### src/rtl/ant_maze_world.sv
// Maze environment for the ant agent: owns position, heading, pheromone map,
// step budget and escape/timeout status, and answers the agent's move commands.
module ant_maze_world #(
  parameter logic [63:0] MAZE      = 64'h0,
  parameter int unsigned START_X   = 0,
  parameter int unsigned START_Y   = 0,
  parameter logic [1:0]  START_DIR = 2'd1,
  parameter int unsigned EXIT_X    = 7,
  parameter int unsigned EXIT_Y    = 7,
  parameter int unsigned MAX_STEPS = 255,
  parameter int unsigned PH_WIDTH  = 2
) (
  input  logic                clk,
  input  logic                rst,
  input  logic [1:0]          move,
  input  logic [PH_WIDTH-1:0] ph_drop,
  output logic                ant_r,
  output logic                ant_l,
  output logic                hit,
  output logic                escape,
  output logic                timeout,
  output logic [PH_WIDTH-1:0] ph_detected,
  output logic [2:0]          pos_x,
  output logic [2:0]          pos_y,
  output logic [1:0]          dir,
  output logic [7:0]          steps
);

  localparam int unsigned CELLS = 64;
  localparam logic [2:0]  SX = 3'(START_X);
  localparam logic [2:0]  SY = 3'(START_Y);
  localparam logic [2:0]  EX = 3'(EXIT_X);
  localparam logic [2:0]  EY = 3'(EXIT_Y);
  localparam logic [7:0]  STEP_LIMIT = 8'(MAX_STEPS);
  localparam logic        START_AT_EXIT = (SX == EX) && (SY == EY);

  localparam logic [1:0] MV_HALT  = 2'd0;
  localparam logic [1:0] MV_RIGHT = 2'd1;
  localparam logic [1:0] MV_LEFT  = 2'd2;
  localparam logic [1:0] MV_FWD   = 2'd3;

  logic [PH_WIDTH-1:0] ph_map [CELLS];

  logic [6:0] ahead;
  logic [6:0] right_cell;
  logic [6:0] left_cell;
  logic       ahead_blk;
  logic [5:0] cur_cell;
  logic       active;
  logic       reach_exit;
  logic [7:0] steps_nx;

  // Neighbour of (cx,cy) in heading d, packed as {off_grid, y, x}.
  function automatic logic [6:0] step_cell(input logic [2:0] cx, input logic [2:0] cy,
                                           input logic [1:0] d);
    logic       off;
    logic [2:0] nx;
    logic [2:0] ny;
    off = 1'b0;
    nx  = cx;
    ny  = cy;
    case (d)
      2'd0: begin off = (cy == 3'd0); ny = cy - 3'd1; end
      2'd1: begin off = (cx == 3'd7); nx = cx + 3'd1; end
      2'd2: begin off = (cy == 3'd7); ny = cy + 3'd1; end
      default: begin off = (cx == 3'd0); nx = cx - 3'd1; end
    endcase
    return {off, ny, nx};
  endfunction

  // Sensor view of the registered state and next-step decode.
  always_comb begin
    ahead       = step_cell(pos_x, pos_y, dir);
    right_cell  = step_cell(pos_x, pos_y, dir + 2'd1);
    left_cell   = step_cell(pos_x, pos_y, dir - 2'd1);
    ahead_blk   = ahead[6] | MAZE[ahead[5:0]];
    ant_r       = right_cell[6] | MAZE[right_cell[5:0]];
    ant_l       = left_cell[6] | MAZE[left_cell[5:0]];
    cur_cell    = {pos_y, pos_x};
    ph_detected = ph_map[cur_cell];
    active      = !escape && !timeout;
    steps_nx    = steps + 8'd1;
    reach_exit  = (move == MV_FWD) && !ahead_blk && (ahead[2:0] == EX) && (ahead[5:3] == EY);
  end

  // World state; frozen once escaped or out of budget.
  always_ff @(posedge clk) begin
    if (rst) begin
      pos_x   <= SX;
      pos_y   <= SY;
      dir     <= START_DIR;
      ph_map  <= '{default: '0};
      steps   <= 8'd0;
      hit     <= 1'b0;
      escape  <= START_AT_EXIT;
      timeout <= 1'b0;
    end else if (active) begin
      steps <= steps_nx;
      hit   <= 1'b0;
      if (ph_drop != '0) ph_map[cur_cell] <= ph_drop;
      case (move)
        MV_HALT:  ;
        MV_RIGHT: dir <= dir + 2'd1;
        MV_LEFT:  dir <= dir - 2'd1;
        default: begin
          if (ahead_blk) begin
            hit <= 1'b1;
          end else begin
            pos_x <= ahead[2:0];
            pos_y <= ahead[5:3];
          end
        end
      endcase
      // Escape takes priority over a budget expiring on the same edge.
      if (reach_exit) escape <= 1'b1;
      else if (steps_nx == STEP_LIMIT) timeout <= 1'b1;
    end else begin
      hit <= 1'b0;
    end
  end

endmodule

### config.mk
export PLATFORM = sky130hd
export DESIGN_NAME = ant_maze_world
export DESIGN_NICKNAME = d
export VERILOG_FILES = /design/src/rtl/ant_maze_world.sv
export SDC_FILE = /design/constraint.sdc
export NUM_CORES = 1
export LEC_CHECK = 0
export BUFFER_PORTS_ARGS = -buffer_cell sky130_fd_sc_hd__buf_4
export CAP_MARGIN = 20
export CORE_MARGIN = 2
export CORE_UTILIZATION = 40
export DETAILED_ROUTE_END_ITERATION = 8
export SLEW_MARGIN = 30
export SYNTH_ARGS = -nofsm -noshare
export SYNTH_HDL_FRONTEND = slang
export SYNTH_SLANG_ARGS = --single-unit
export TNS_END_PERCENT = 5
### constraint.sdc
create_clock -name clk -period 6.4 [get_ports clk]
set_clock_uncertainty 0.05 [all_clocks]
set_input_delay 0.32 -clock clk [delete_from_list [all_inputs] [get_ports clk]]
set_output_delay 0.32 -clock clk [all_outputs]
set_load 0.005 [all_outputs]
==> impl_summary.log, run 1 <==
INFO  metric final_worst_path_period_share = 0.552
INFO  metric worst-path-stages = 7
INFO  metric period_needed = 3530 ps
INFO  metric total_power = 2.23 mW
INFO  metric die_height = 140 microns
INFO  metric first_pass_grt_wire_length = 32.5 mm
INFO  metric timing.hold.worst.class = input pin to register
INFO  metric final_antenna_net_count = 0
INFO  metric worst_hold_path.num_cells = 5
INFO  metric timing.rr.start = pos_x[0]
INFO  metric power_leakage = 2.67 nW
INFO  metric global_route.usage.total = 0.209
INFO  metric areaGrowthSynthToFinish = 11.4%
INFO  metric final_net_count = 924
INFO  metric final.fill_count = 1778
INFO  metric drt_wl_total = 20.6 mm
INFO  metric cts_sinks = 147
INFO  metric cts-buffers-inserted = 17
INFO  metric cts-root-to-sink-buffers = 2
INFO  metric synth_top_area_cell = sky130_fd_sc_hd__dfxtp_1
INFO  metric clock_tree.htree_level_count = 4
INFO  metric route.detailed.vias_per_inst = 5.78
INFO  metric syn_inst_count = 928
INFO  metric peakVddDrop = 0.164 mV
INFO  metric synth_top_area_share = 0.395
INFO  metric boundaryPins = 29
INFO  metric die_area = 0.0197 sq mm
INFO  metric synth-warning-count = 0
INFO  metric post_synthesis_net_count = 945
INFO  metric setup.worst_path.class = register to output port
INFO  metric critPathMaxFanout = 41
INFO  metric worst_path_dominant_cell_family = flip-flops
INFO  metric timing.slew.headroom = 0.362
INFO  metric drt_drc_violations_left = 0
INFO  metric critPathArrivalTime = 3160 ps
INFO  metric start_util = 0.412
INFO  metric hpwl = 12.5 mm
INFO  metric ctsHoldBuffers = 0
INFO  metric final-setup-viol-count = 0
INFO  metric die_w = 140 microns
INFO  metric timing.final.hold_violations = 0
INFO  metric worst_slew_pin_slew = 949 ps
INFO  metric status = finished clean
INFO  metric std_cell_rows = 49
INFO  metric synth.ff_latch_count = 147
INFO  metric cp-start-kind = register
INFO  metric cts_tree = yes
INFO  metric maxCapViolations = 0
INFO  metric path_clk_slew = 60 ps
INFO  metric route.detailed.wl_per_inst = 18.0 microns
INFO  metric critical_path.most_common_cell = sky130_fd_sc_hd__buf_4
INFO  metric crit_path_cell_trace = buf_4 -> mux4_2 -> mux2i_1 -> o22a_2 -> o221ai_2 -> a2111o_1 -> buf_4
INFO  metric cp_slowest_cell = sky130_fd_sc_hd__dfxtp_2
INFO  metric timing.final.max_slew_violations = 0
INFO  metric gr-total-overflow = 0
INFO  metric timing.fmax = 283 MHz
INFO  metric portBuffers = 28
INFO  metric antenna_found_initial = 0
INFO  metric cts_setup_buffers = 0
INFO  metric antenna_cells_inserted = 0
INFO  metric grt_pass1_vias = 5933
INFO  metric grt_max_degree = 79
INFO  metric r2r_setup_slack = 3460 ps
INFO  metric regToRegEndpoint = timeout
INFO  metric synth_cell_types = 70
INFO  metric clock_root_buffer = sky130_fd_sc_hd__clkbuf_16
INFO  metric place_congestion = 0.792
INFO  metric synth_enable_flop_cells = 0
INFO  metric netlist_area = 0.00745 sq mm
INFO  metric dr.pass1.iters = 7
INFO  metric cp.required = 6030 ps
INFO  metric worst_setup_path_endpoint = ph_detected[1]
INFO  metric post-place-ws = 3300 ps
INFO  metric cpPeakStageDelay = 790 ps
INFO  metric design.core.area = 0.0181 sq mm
INFO  metric synth.area.top_cells = sky130_fd_sc_hd__dfxtp_1 40%, sky130_fd_sc_hd__a21oi_1 8.5%, sky130_fd_sc_hd__nand2_1 7.8%, sky130_fd_sc_hd__o21ai_0 5.2%, sky130_fd_sc_hd__mux2i_1 4.4%
INFO  metric synth.yosys.seq_area_share = 0.395
INFO  metric asyncSetResetFlopFracSynth = 0
INFO  metric worstSetupStartpoint = pos_x[2]
INFO  metric final_layout_size_suffix_gt1_frac = 0.117
INFO  metric timing.setup.tns = 0 ps
INFO  metric cp_num_buf_inv = 2
INFO  metric vias = 6622
INFO  metric final_critical_path_setup_slack = 2870 ps
INFO  metric synth-main-ff-cell = sky130_fd_sc_hd__dfxtp_1
INFO  metric grt_setup_unrepaired = no
INFO  metric post_cts_resize_count = 0
INFO  metric synth.avg_cell_area = 8.02 sq um
INFO  metric power_density = 269 mW/mm^2
INFO  metric ff2ff_path_depth = 7
INFO  metric setup.worst_path.end_class = output port
INFO  metric initialDrtViolationCount = 502
INFO  metric worst_skew_pair.late_latency = 420 ps
[final cells by class]
| class | count | area (sq um) | area share |
|---|---|---|---|
| multi-input cells | 685 | 4110 | 0.495 |
| clock inverters | 10 | 134 | 0.0161 |
| inverters | 14 | 52.6 | 0.00633 |
| well taps | 229 | 287 | 0.0345 |
| repair buffers | 42 | 319 | 0.0385 |
| flip-flops and latches | 147 | 2950 | 0.355 |
| clock buffers | 19 | 453 | 0.0546 |
[how the worst min path moves through the flow]
stage               slack [ps]           to        start
floorplan                  380   ph_map[57]   ph_map[57]
global placement           390  ph_map[106]  ph_map[106]
detailed placement         400  ph_map[109]  ph_map[109]
CTS                        310          hit      move[1]
global route               330          hit      move[1]
finish                     320          hit      move[1]
[cell usage after synthesis, types with 5 or more instances]
cell and instances:
sky130_fd_sc_hd__mux2_2 5, sky130_fd_sc_hd__dfxtp_1 147, sky130_fd_sc_hd__and3_1 7, sky130_fd_sc_hd__a21oi_1 126
sky130_fd_sc_hd__xor2_1 9, sky130_fd_sc_hd__nand4_1 12, sky130_fd_sc_hd__or3_1 7, sky130_fd_sc_hd__mux2i_1 33
sky130_fd_sc_hd__ha_1 9, sky130_fd_sc_hd__mux4_2 13, sky130_fd_sc_hd__nand3_1 60, sky130_fd_sc_hd__o21ai_0 78
sky130_fd_sc_hd__nor3_1 9, sky130_fd_sc_hd__buf_2 18, sky130_fd_sc_hd__a22oi_1 5, sky130_fd_sc_hd__xnor2_1 6
sky130_fd_sc_hd__nand2_1 155, sky130_fd_sc_hd__nand3b_1 5, sky130_fd_sc_hd__nor2_1 77, sky130_fd_sc_hd__inv_1 10
sky130_fd_sc_hd__clkbuf_1 53
[cell families after synthesis]
group / synth area share
multiplexers: 0.0983
AO/OA/AOI/OAI: 0.192
adder cells (fa/ha/maj): 0.0205
flip-flops: 0.395
buffers and inverters: 0.0566
XOR/XNOR: 0.0176
AND/OR/NAND/NOR: 0.219
[metal layers]
metal | wire (microns) | vias to the layer above | GRT usage | share of wire
li1 | - | 3239 | - | -
met1 | 9450 | 3156 | 0.286 | 0.46
met2 | 9420 | 204 | 0.324 | 0.46
met3 | 1330 | 23 | 0.0482 | 0.064
met4 | 381 | 0 | 0.0734 | 0.019
met5 | 0 | - | 0 | 0
[worst min-delay path: stages]
cell and delay, ps:
sky130_fd_sc_hd__buf_4 120, sky130_fd_sc_hd__inv_1 50, sky130_fd_sc_hd__ha_1 120, sky130_fd_sc_hd__or3_1 90, sky130_fd_sc_hd__nor3_1 40
[layout by cell type, fill, tap and decap left out, types with 4 or more instances in the layout]
master	synthesis	final
sky130_fd_sc_hd__a211oi_1	4	4
sky130_fd_sc_hd__or3_1	7	7
sky130_fd_sc_hd__buf_4	2	41
sky130_fd_sc_hd__and3_1	7	7
sky130_fd_sc_hd__nor2_1	77	77
sky130_fd_sc_hd__nand3b_1	5	5
sky130_fd_sc_hd__a21oi_1	126	126
sky130_fd_sc_hd__nor3_1	9	8
sky130_fd_sc_hd__mux2_2	5	5
sky130_fd_sc_hd__dfxtp_1	147	144
sky130_fd_sc_hd__inv_2	4	4
sky130_fd_sc_hd__o21ai_0	78	78
sky130_fd_sc_hd__mux2i_1	33	33
sky130_fd_sc_hd__clkbuf_16	0	17
sky130_fd_sc_hd__clkinv_2	0	4
sky130_fd_sc_hd__a22oi_1	5	5
sky130_fd_sc_hd__a31oi_1	4	4
sky130_fd_sc_hd__nand2_1	155	155
sky130_fd_sc_hd__nand4_1	12	12
sky130_fd_sc_hd__nand3_1	60	60
sky130_fd_sc_hd__xnor2_1	6	6
sky130_fd_sc_hd__o211ai_1	4	4
sky130_fd_sc_hd__xor2_1	9	9
sky130_fd_sc_hd__ha_1	9	9
sky130_fd_sc_hd__mux4_2	13	13
sky130_fd_sc_hd__inv_1	10	10
[stage by stage]
stage                     area [sq um]  hold slack, ps  std cells  utilization
final                             8300             321       1146        0.459
after floorplan                   7450             382        928            -
after global placement            7690             395       1116        0.425
after CTS                         8300             309       1146        0.459
after global routing              8300             325       1146        0.459
after detailed placement          7710             399       1117        0.426
[flip-flops by register name (all words and copies together), names as in the netlist]
signal / flops
steps: 8
escape: 1
dir: 2
pos_x: 3
hit: 1
ph_map: 128
pos_y: 3
timeout: 1
[where the power goes]
part           switching [mW]  total (mW)  internal [mW]
Clock                   0.387        1.01          0.625
Combinational           0.179       0.272         0.0930
Sequential             0.0218       0.949          0.927
Total                   0.588        2.23           1.65
Note: power is estimated with default switching activity, not from simulation.
==> inputs of run 2 (changes only) <==
==> constraint.sdc (replaced) <==
create_clock -name clk -period 2.9 [get_ports clk]
set_clock_uncertainty 0.05 [all_clocks]
set_input_delay 0.145 -clock clk [delete_from_list [all_inputs] [get_ports clk]]
set_output_delay 0.145 -clock clk [all_outputs]
set_load 0.005 [all_outputs]
==> run 2 against run 1 <==
Against the previous run:
- utilization increased by 1.6 points
- count of clock-buffer cells in the layout rose by 1
- critical path type unchanged
- worst hold slack worse by 230 ps
- die area is the same
- routed wire length rose by 4.3%
- critical path depth did not move
- sequential share of layout area shrank 1.1 points
- sequential cell count did not move
==> impl_summary.log, run 2 (synthesis gave the netlist of run 1 again) <==
INFO  metric hpwl = 13.8 mm (was 12.5 mm)
INFO  metric place_inst = 1139 (was 1117)
INFO  metric ctsHoldBuffers = 0 (unchanged)
INFO  metric cp-start-kind = register (unchanged)
INFO  metric largest_register = ph_map (unchanged)
INFO  metric timing.setup.tns = 0 ps (unchanged)
INFO  metric status = finished clean (unchanged)
INFO  metric total_area_of_multi_input_combinational_cells = 0.00411 sq mm (about the same)
INFO  metric route.detailed.wl_per_inst = 18.3 microns (was 18.0 microns)
INFO  metric power_leakage = 2.81 nW (was 2.67 nW)
INFO  metric peakVddDrop = 0.356 mV (was 0.164 mV)
INFO  metric place_congestion = 0.800 (was 0.792)
INFO  metric final_critical_path_setup_slack = 104 ps (was 2870 ps)
INFO  metric period_needed = 2800 ps
INFO  metric cts-root-to-sink-buffers = 2 (unchanged)
INFO  metric ff_latch_area = 0.00296 sq mm (was 0.00295 sq mm)
INFO  metric maxCapViolations = 0 (unchanged)
INFO  metric design.core.area = 0.0181 sq mm (unchanged)
INFO  metric critPathMaxFanout = 25 (was 41)
INFO  metric final_antenna_net_count = 0 (unchanged)
INFO  metric cp.required = 2710 ps (was 6030 ps)
INFO  metric timing.final.max_slew_violations = 0 (unchanged)
INFO  metric worst_hold_path.num_cells = 3 (was 5)
INFO  metric biggestRegsByFlops = ph_map x128, steps x8 (unchanged)
INFO  metric areaGrowthSynthToFinish = 15.3% (was 11.4%)
INFO  metric final.fill_count = 1763 (was 1778)
INFO  metric net-switching-power = 1.35 mW (was 0.588 mW)
INFO  metric critPathArrivalTime = 2600 ps (was 3160 ps)
INFO  metric clock_root_buffer = sky130_fd_sc_hd__clkbuf_16 (unchanged)
INFO  metric dr.pass1.iters = 5 (was 7)
INFO  metric final_layout_size_suffix_gt1_frac = 0.144 (was 0.117)
INFO  metric global_route.usage.total = 0.222 (was 0.209)
INFO  metric antenna_found_initial = 0 (unchanged)
INFO  metric worst_slew_pin_slew = 970 ps (was 949 ps)
INFO  metric largest_reg_flops = 128 (unchanged)
INFO  metric path_clk_slew = 60 ps (about the same)
INFO  metric internal-power = 3.67 mW (was 1.65 mW)
INFO  metric first_pass_grt_wire_length = 34.7 mm (was 32.5 mm)
INFO  metric timing.slew.headroom = 0.348 (was 0.362)
INFO  metric clock_tree.htree_level_count = 4 (unchanged)
INFO  metric die_height = 140 microns (unchanged)
INFO  metric place_area = 0.00793 sq mm (was 0.00771 sq mm)
INFO  metric final_util = 0.475 (was 0.459)
INFO  metric post-place-ws = 425 ps (was 3300 ps)
INFO  metric die_w = 140 microns (unchanged)
INFO  metric seq_power_share = 0.419 (was 0.425)
INFO  metric p_clk_frac = 0.451 (was 0.453)
INFO  metric worst_skew_pair.late_latency = 430 ps (was 420 ps)
INFO  metric timing.fmax = 358 MHz
INFO  metric drt_drc_violations_left = 0 (unchanged)
INFO  metric mostFrequentLayoutCell = sky130_fd_sc_hd__nand2_1 (unchanged)
INFO  metric die_area = 0.0197 sq mm (unchanged)
INFO  metric leading_cell_types_in_the_layout_fill_and_taps_excluded = 155 x sky130_fd_sc_hd__nand2_1, 143 x sky130_fd_sc_hd__dfxtp_1, 126 x sky130_fd_sc_hd__a21oi_1, 78 x sky130_fd_sc_hd__o21ai_0, 77 x sky130_fd_sc_hd__nor2_1 (was 155 x sky130_fd_sc_hd__nand2_1, 144 x sky130_fd_sc_hd__dfxtp_1, 126 x sky130_fd_sc_hd__a21oi_1, 78 x sky130_fd_sc_hd__o21ai_0, 77 x sky130_fd_sc_hd__nor2_1)
INFO  metric setup.worst_path.class = register to output port (unchanged)
INFO  metric final_net_count = 950 (was 924)
INFO  metric final-setup-viol-count = 0 (unchanged)
INFO  metric timing.hold.worst.class = input pin to register (unchanged)
INFO  metric vias = 6853 (was 6622)
INFO  metric std_cell_rows = 49 (unchanged)
INFO  metric route.detailed.vias_per_inst = 5.83 (was 5.78)
INFO  metric gr-total-overflow = 0 (unchanged)
INFO  metric drt_wl_total = 21.5 mm (was 20.6 mm)
INFO  metric final_worst_path_period_share = 0.964
INFO  metric initialDrtViolationCount = 655 (was 502)
INFO  metric antenna_cells_inserted = 0 (unchanged)
INFO  metric power.share.combinational = 0.129 (was 0.122)
INFO  metric postLayoutCellArea = 0.00858 sq mm (was 0.00830 sq mm)
INFO  metric ff2ff_path_depth = 7 (unchanged)
INFO  metric grt_pass1_vias = 6330 (was 5933)
INFO  metric sw_frac_of_total = 0.269 (was 0.263)
INFO  metric final-instance-count-excl-fill = 1175 (was 1146)
INFO  metric cts-buffers-inserted = 17 (unchanged)
INFO  metric cts_sinks = 147 (unchanged)
INFO  metric boundaryPins = 29 (unchanged)
INFO  metric start_util = 0.412 (unchanged)
INFO  metric power_density = 585 mW/mm^2 (was 269 mW/mm^2)
INFO  metric setup.worst_path.end_class = output port (unchanged)
INFO  metric timing.final.hold_violations = 0 (unchanged)
INFO  metric grt_max_degree = 71 (was 79)
INFO  metric cts_tree = yes (unchanged)
INFO  metric portBuffers = 28 (unchanged)
run 2: power groups by stage:
stage | Combinational [mW] | Clock (mW) | Sequential, mW
finish | 0.650 | 2.27 | 2.11
floorplan | 0.436 | 0 | 2.11
detailed placement | 0.629 | 0 | 2.15
CTS | 0.631 | 2.29 | 2.11
global placement | 0.627 | 0 | 2.15
global route | 0.698 | 2.39 | 2.11
run 2: what timing repair did:
item | in CTS | in global routing
resized for setup | 3 | 2
setup endpoints to repair | 2 | 3
buffers inserted | 0 | 4
run 2: layer usage:
metal | vias up | track usage | part of all wire
met5 | - | 0 | 0
met4 | 0 | 0.0803 | 0.020
met3 | 31 | 0.0407 | 0.062
met2 | 221 | 0.347 | 0.46
met1 | 3315 | 0.308 | 0.46
li1 | 3286 | - | -
run 2: critical path: stages (launching register included):
cell and delay (ps):
sky130_fd_sc_hd__dfxtp_4 470, sky130_fd_sc_hd__buf_12 210, sky130_fd_sc_hd__mux4_2 500, sky130_fd_sc_hd__o21ai_0 160
sky130_fd_sc_hd__nor2_1 80, sky130_fd_sc_hd__nor3_1 270, sky130_fd_sc_hd__nand4_1 240, sky130_fd_sc_hd__buf_4 220
run 2: worst paths after layout:
check                           startpoint        endpoint  slack, ps
worst max-delay path              pos_x[0]  ph_detected[0]        100
worst min-delay path            ph_drop[1]      ph_map[17]         90
worst max register to register      dir[0]        pos_y[1]        450
worst min register to register  ph_map[61]      ph_map[61]        400
run 2: area by class of cell:
cell class | count | area share
inverters | 14 | 0.00612
well taps | 229 | 0.0334
repair buffers | 68 | 0.0672
multi-input cells | 685 | 0.479
clock inverters | 12 | 0.0182
clock buffers | 20 | 0.0520
flip-flops and latches | 147 | 0.344
run 2: per-stage QoR:
step | power, mW | hold WS [ps]
finish | 5.02 | 88.9
detailed placement | 2.78 | 397
floorplan | 2.55 | 254
global route | 5.20 | 85.0
CTS | 5.03 | 74.6
global placement | 2.78 | 392
==> inputs of run 3 (changes only) <==
--- a/config.mk
+++ b/config.mk
@@ -5,7 +5,7 @@
 export SDC_FILE = /design/constraint.sdc
 export NUM_CORES = 1
 export LEC_CHECK = 0
-export BUFFER_PORTS_ARGS = -buffer_cell sky130_fd_sc_hd__buf_4
+export BUFFER_PORTS_ARGS = -buffer_cell sky130_fd_sc_hd__buf_2
 export CAP_MARGIN = 20
 export CORE_MARGIN = 2
 export CORE_UTILIZATION = 40
==> run 3 against run 2 <==
Against the previous run:
- via count shrank 1.8%
- sequential power is essentially flat
- utilization shrank 0.43 points
- clock power grew 6%
- global-route usage shrank 0.52 points
- sequential share of layout area grew 0.30 points
- design area shrank 0.90%
- combinational power shrank 5.4%
- worst setup slack gained 5.8 ps
- count of clock-buffer cells in the layout grew 1
- first-iteration DRC count shrank 4.6%
- critical endpoint unchanged
- largest cell class unchanged
==> impl_summary.log, run 3 (synthesis gave the netlist of run 1 again) <==
INFO  metric drt_drc_violations_left = 0 (unchanged)
INFO  metric grt_max_degree = 84 (was 71)
INFO  metric crit_path_cell_trace = buf_12 -> mux4_2 -> o21ai_0 -> nor2_1 -> nor3_1 -> nand4_1 -> buf_2 (was buf_12 -> mux4_2 -> o21ai_0 -> nor2_1 -> nor3_1 -> nand4_1 -> buf_4)
INFO  metric clock_tree.htree_level_count = 4 (unchanged)
INFO  metric total_power = 5.13 mW (was 5.02 mW)
INFO  metric global_route.usage.total = 0.217 (was 0.222)
INFO  metric clock_root_buffer = sky130_fd_sc_hd__clkbuf_16 (unchanged)
INFO  metric critPathArrivalTime = 2590 ps (was 2600 ps)
INFO  metric cp_slowest_cell = sky130_fd_sc_hd__mux4_2 (unchanged)
INFO  metric holdWs = 32.0 ps (was 88.9 ps)
INFO  metric areaGrowthSynthToFinish = 14.2% (was 15.3%)
INFO  metric post-place-ws = 450 ps (was 425 ps)
INFO  metric final_antenna_net_count = 0 (unchanged)
INFO  metric largest_reg_flops = 128 (unchanged)
INFO  metric antenna_cells_inserted = 0 (unchanged)
INFO  metric antenna_found_initial = 0 (unchanged)
INFO  metric std_cell_rows = 49 (unchanged)
INFO  metric timing.final.max_slew_violations = 0 (unchanged)
INFO  metric maxCapViolations = 0 (unchanged)
INFO  metric final-setup-viol-count = 0 (unchanged)
INFO  metric route.detailed.vias_per_inst = 5.75 (was 5.83)
INFO  metric vias = 6732 (was 6853)
INFO  metric route.detailed.wl_per_inst = 18.2 microns (was 18.3 microns)
INFO  metric power_density = 603 mW/mm^2 (was 585 mW/mm^2)
INFO  metric start_util = 0.412 (unchanged)
INFO  metric die_area = 0.0197 sq mm (unchanged)
INFO  metric timing.final.hold_violations = 0 (unchanged)
INFO  metric grt_pass1_vias = 6093 (was 6330)
INFO  metric boundaryPins = 29 (unchanged)
INFO  metric cts-root-to-sink-buffers = 2 (unchanged)
INFO  metric cp-start-kind = register (unchanged)
INFO  metric timing.slew.headroom = 0.457 (was 0.348)
INFO  metric ctsHoldBuffers = 0 (unchanged)
INFO  metric place_congestion = 0.868 (was 0.800)
INFO  metric portBuffers = 28 (unchanged)
INFO  metric first_pass_grt_wire_length = 33.8 mm (was 34.7 mm)
INFO  metric initialDrtViolationCount = 625 (was 655)
INFO  metric worst_skew_pair.late_latency = 430 ps (about the same)
INFO  metric final_net_count = 947 (was 950)
INFO  metric timing.fmax = 358 MHz (about the same)
INFO  metric grt_setup_unrepaired = no
INFO  metric gr-total-overflow = 0 (unchanged)
INFO  metric worst_slew_pin_slew = 813 ps (was 970 ps)
INFO  metric hpwl = 13.5 mm (was 13.8 mm)
INFO  metric post_cts_resize_count = 2 (was 3)
INFO  metric cts_sinks = 147 (unchanged)
INFO  metric leading_cell_types_in_the_layout_fill_and_taps_excluded = 155 x sky130_fd_sc_hd__nand2_1, 144 x sky130_fd_sc_hd__dfxtp_1, 126 x sky130_fd_sc_hd__a21oi_1, 78 x sky130_fd_sc_hd__o21ai_0, 77 x sky130_fd_sc_hd__nor2_1 (was 155 x sky130_fd_sc_hd__nand2_1, 143 x sky130_fd_sc_hd__dfxtp_1, 126 x sky130_fd_sc_hd__a21oi_1, 78 x sky130_fd_sc_hd__o21ai_0, 77 x sky130_fd_sc_hd__nor2_1)
INFO  metric die_w = 140 microns (unchanged)
INFO  metric final_critical_path_setup_slack = 110 ps (was 104 ps)
INFO  metric peakVddDrop = 0.357 mV (was 0.356 mV)
INFO  metric worst_path_dominant_cell_family = simple AND/OR/NAND/NOR gates (unchanged)
INFO  metric largest_register = ph_map (unchanged)
INFO  metric timing.setup.tns = 0 ps (unchanged)
INFO  metric biggestRegsByFlops = ph_map x128, steps x8 (unchanged)
INFO  metric final_worst_path_period_share = 0.962 (was 0.964)
INFO  metric timing.hold.worst.class = input pin to register (unchanged)
INFO  metric die_height = 140 microns (unchanged)
INFO  metric setup.worst_path.class = register to output port (unchanged)
INFO  metric power_leakage = 2.80 nW (was 2.81 nW)
INFO  metric cts-buffers-inserted = 17 (unchanged)
INFO  metric critPathMaxFanout = 29 (was 25)
INFO  metric dr.pass1.iters = 7 (was 5)
INFO  metric cts_setup_buffers = 0 (unchanged)
INFO  metric cp_num_buf_inv = 2 (unchanged)
INFO  metric period_needed = 2790 ps (was 2800 ps)
INFO  metric mostFrequentLayoutCell = sky130_fd_sc_hd__nand2_1 (unchanged)
INFO  metric setup.worst_path.end_class = output port (unchanged)
INFO  metric final_layout_size_suffix_gt1_frac = 0.141 (was 0.144)
INFO  metric drt_wl_total = 21.3 mm (was 21.5 mm)
INFO  metric cpPeakStageDelay = 520 ps (was 500 ps)
INFO  metric cts_tree = yes (unchanged)
INFO  metric path_clk_slew = 60 ps (about the same)
INFO  metric status = finished clean (unchanged)
INFO  metric design.core.area = 0.0181 sq mm (unchanged)
INFO  metric cp.required = 2710 ps (about the same)
INFO  metric r2r_setup_slack = 420 ps (was 450 ps)
[run 3: final timing paths]
check,startpoint,to,cells past startpoint
worst max-delay path,pos_x[0],ph_detected[0],7
worst min register to register,ph_map[109],ph_map[109],2
worst min-delay path,rst,steps[0],2
worst max register to register,dir[0],escape,8
[run 3: layer usage]
| metal | global-route usage | routed length (microns) | share of wire | vias up |
|---|---|---|---|---|
| met2 | 0.338 | 9750 | 0.46 | 183 |
| met3 | 0.0427 | 1050 | 0.049 | 17 |
| li1 | - | - | - | 3286 |
| met1 | 0.307 | 10300 | 0.48 | 3246 |
| met5 | 0 | 0 | 0 | - |
| met4 | 0.0606 | 231 | 0.011 | 0 |
[run 3: area by class of cell]
| type | count | area (sq um) |
|---|---|---|
| fill | 1773 | 9580 |
| clock buffer | 21 | 470 |
| sequential | 147 | 2950 |
| inverter | 14 | 52.6 |
| clock inverter | 10 | 170 |
| multi-input combinational | 685 | 4120 |
| tap | 229 | 287 |
| timing repair buffer | 65 | 458 |
[run 3: metrics by stage]
stage / instance area, sq um / utilization / instances
CTS: 8500 / 0.470 / 1171
floorplan: 7450 / - / 928
finish: 8510 / 0.470 / 1171
global route: 8510 / 0.470 / 1171
detailed placement: 7850 / 0.434 / 1140
global placement: 7840 / 0.434 / 1140
[run 3: power breakdown]
group          switching (mW)  total (mW)  leakage [nW]  internal (mW)
Sequential             0.0619        2.11          1.19           2.05
Combinational           0.386       0.615          1.31          0.229
Clock                   0.891        2.41         0.307           1.51
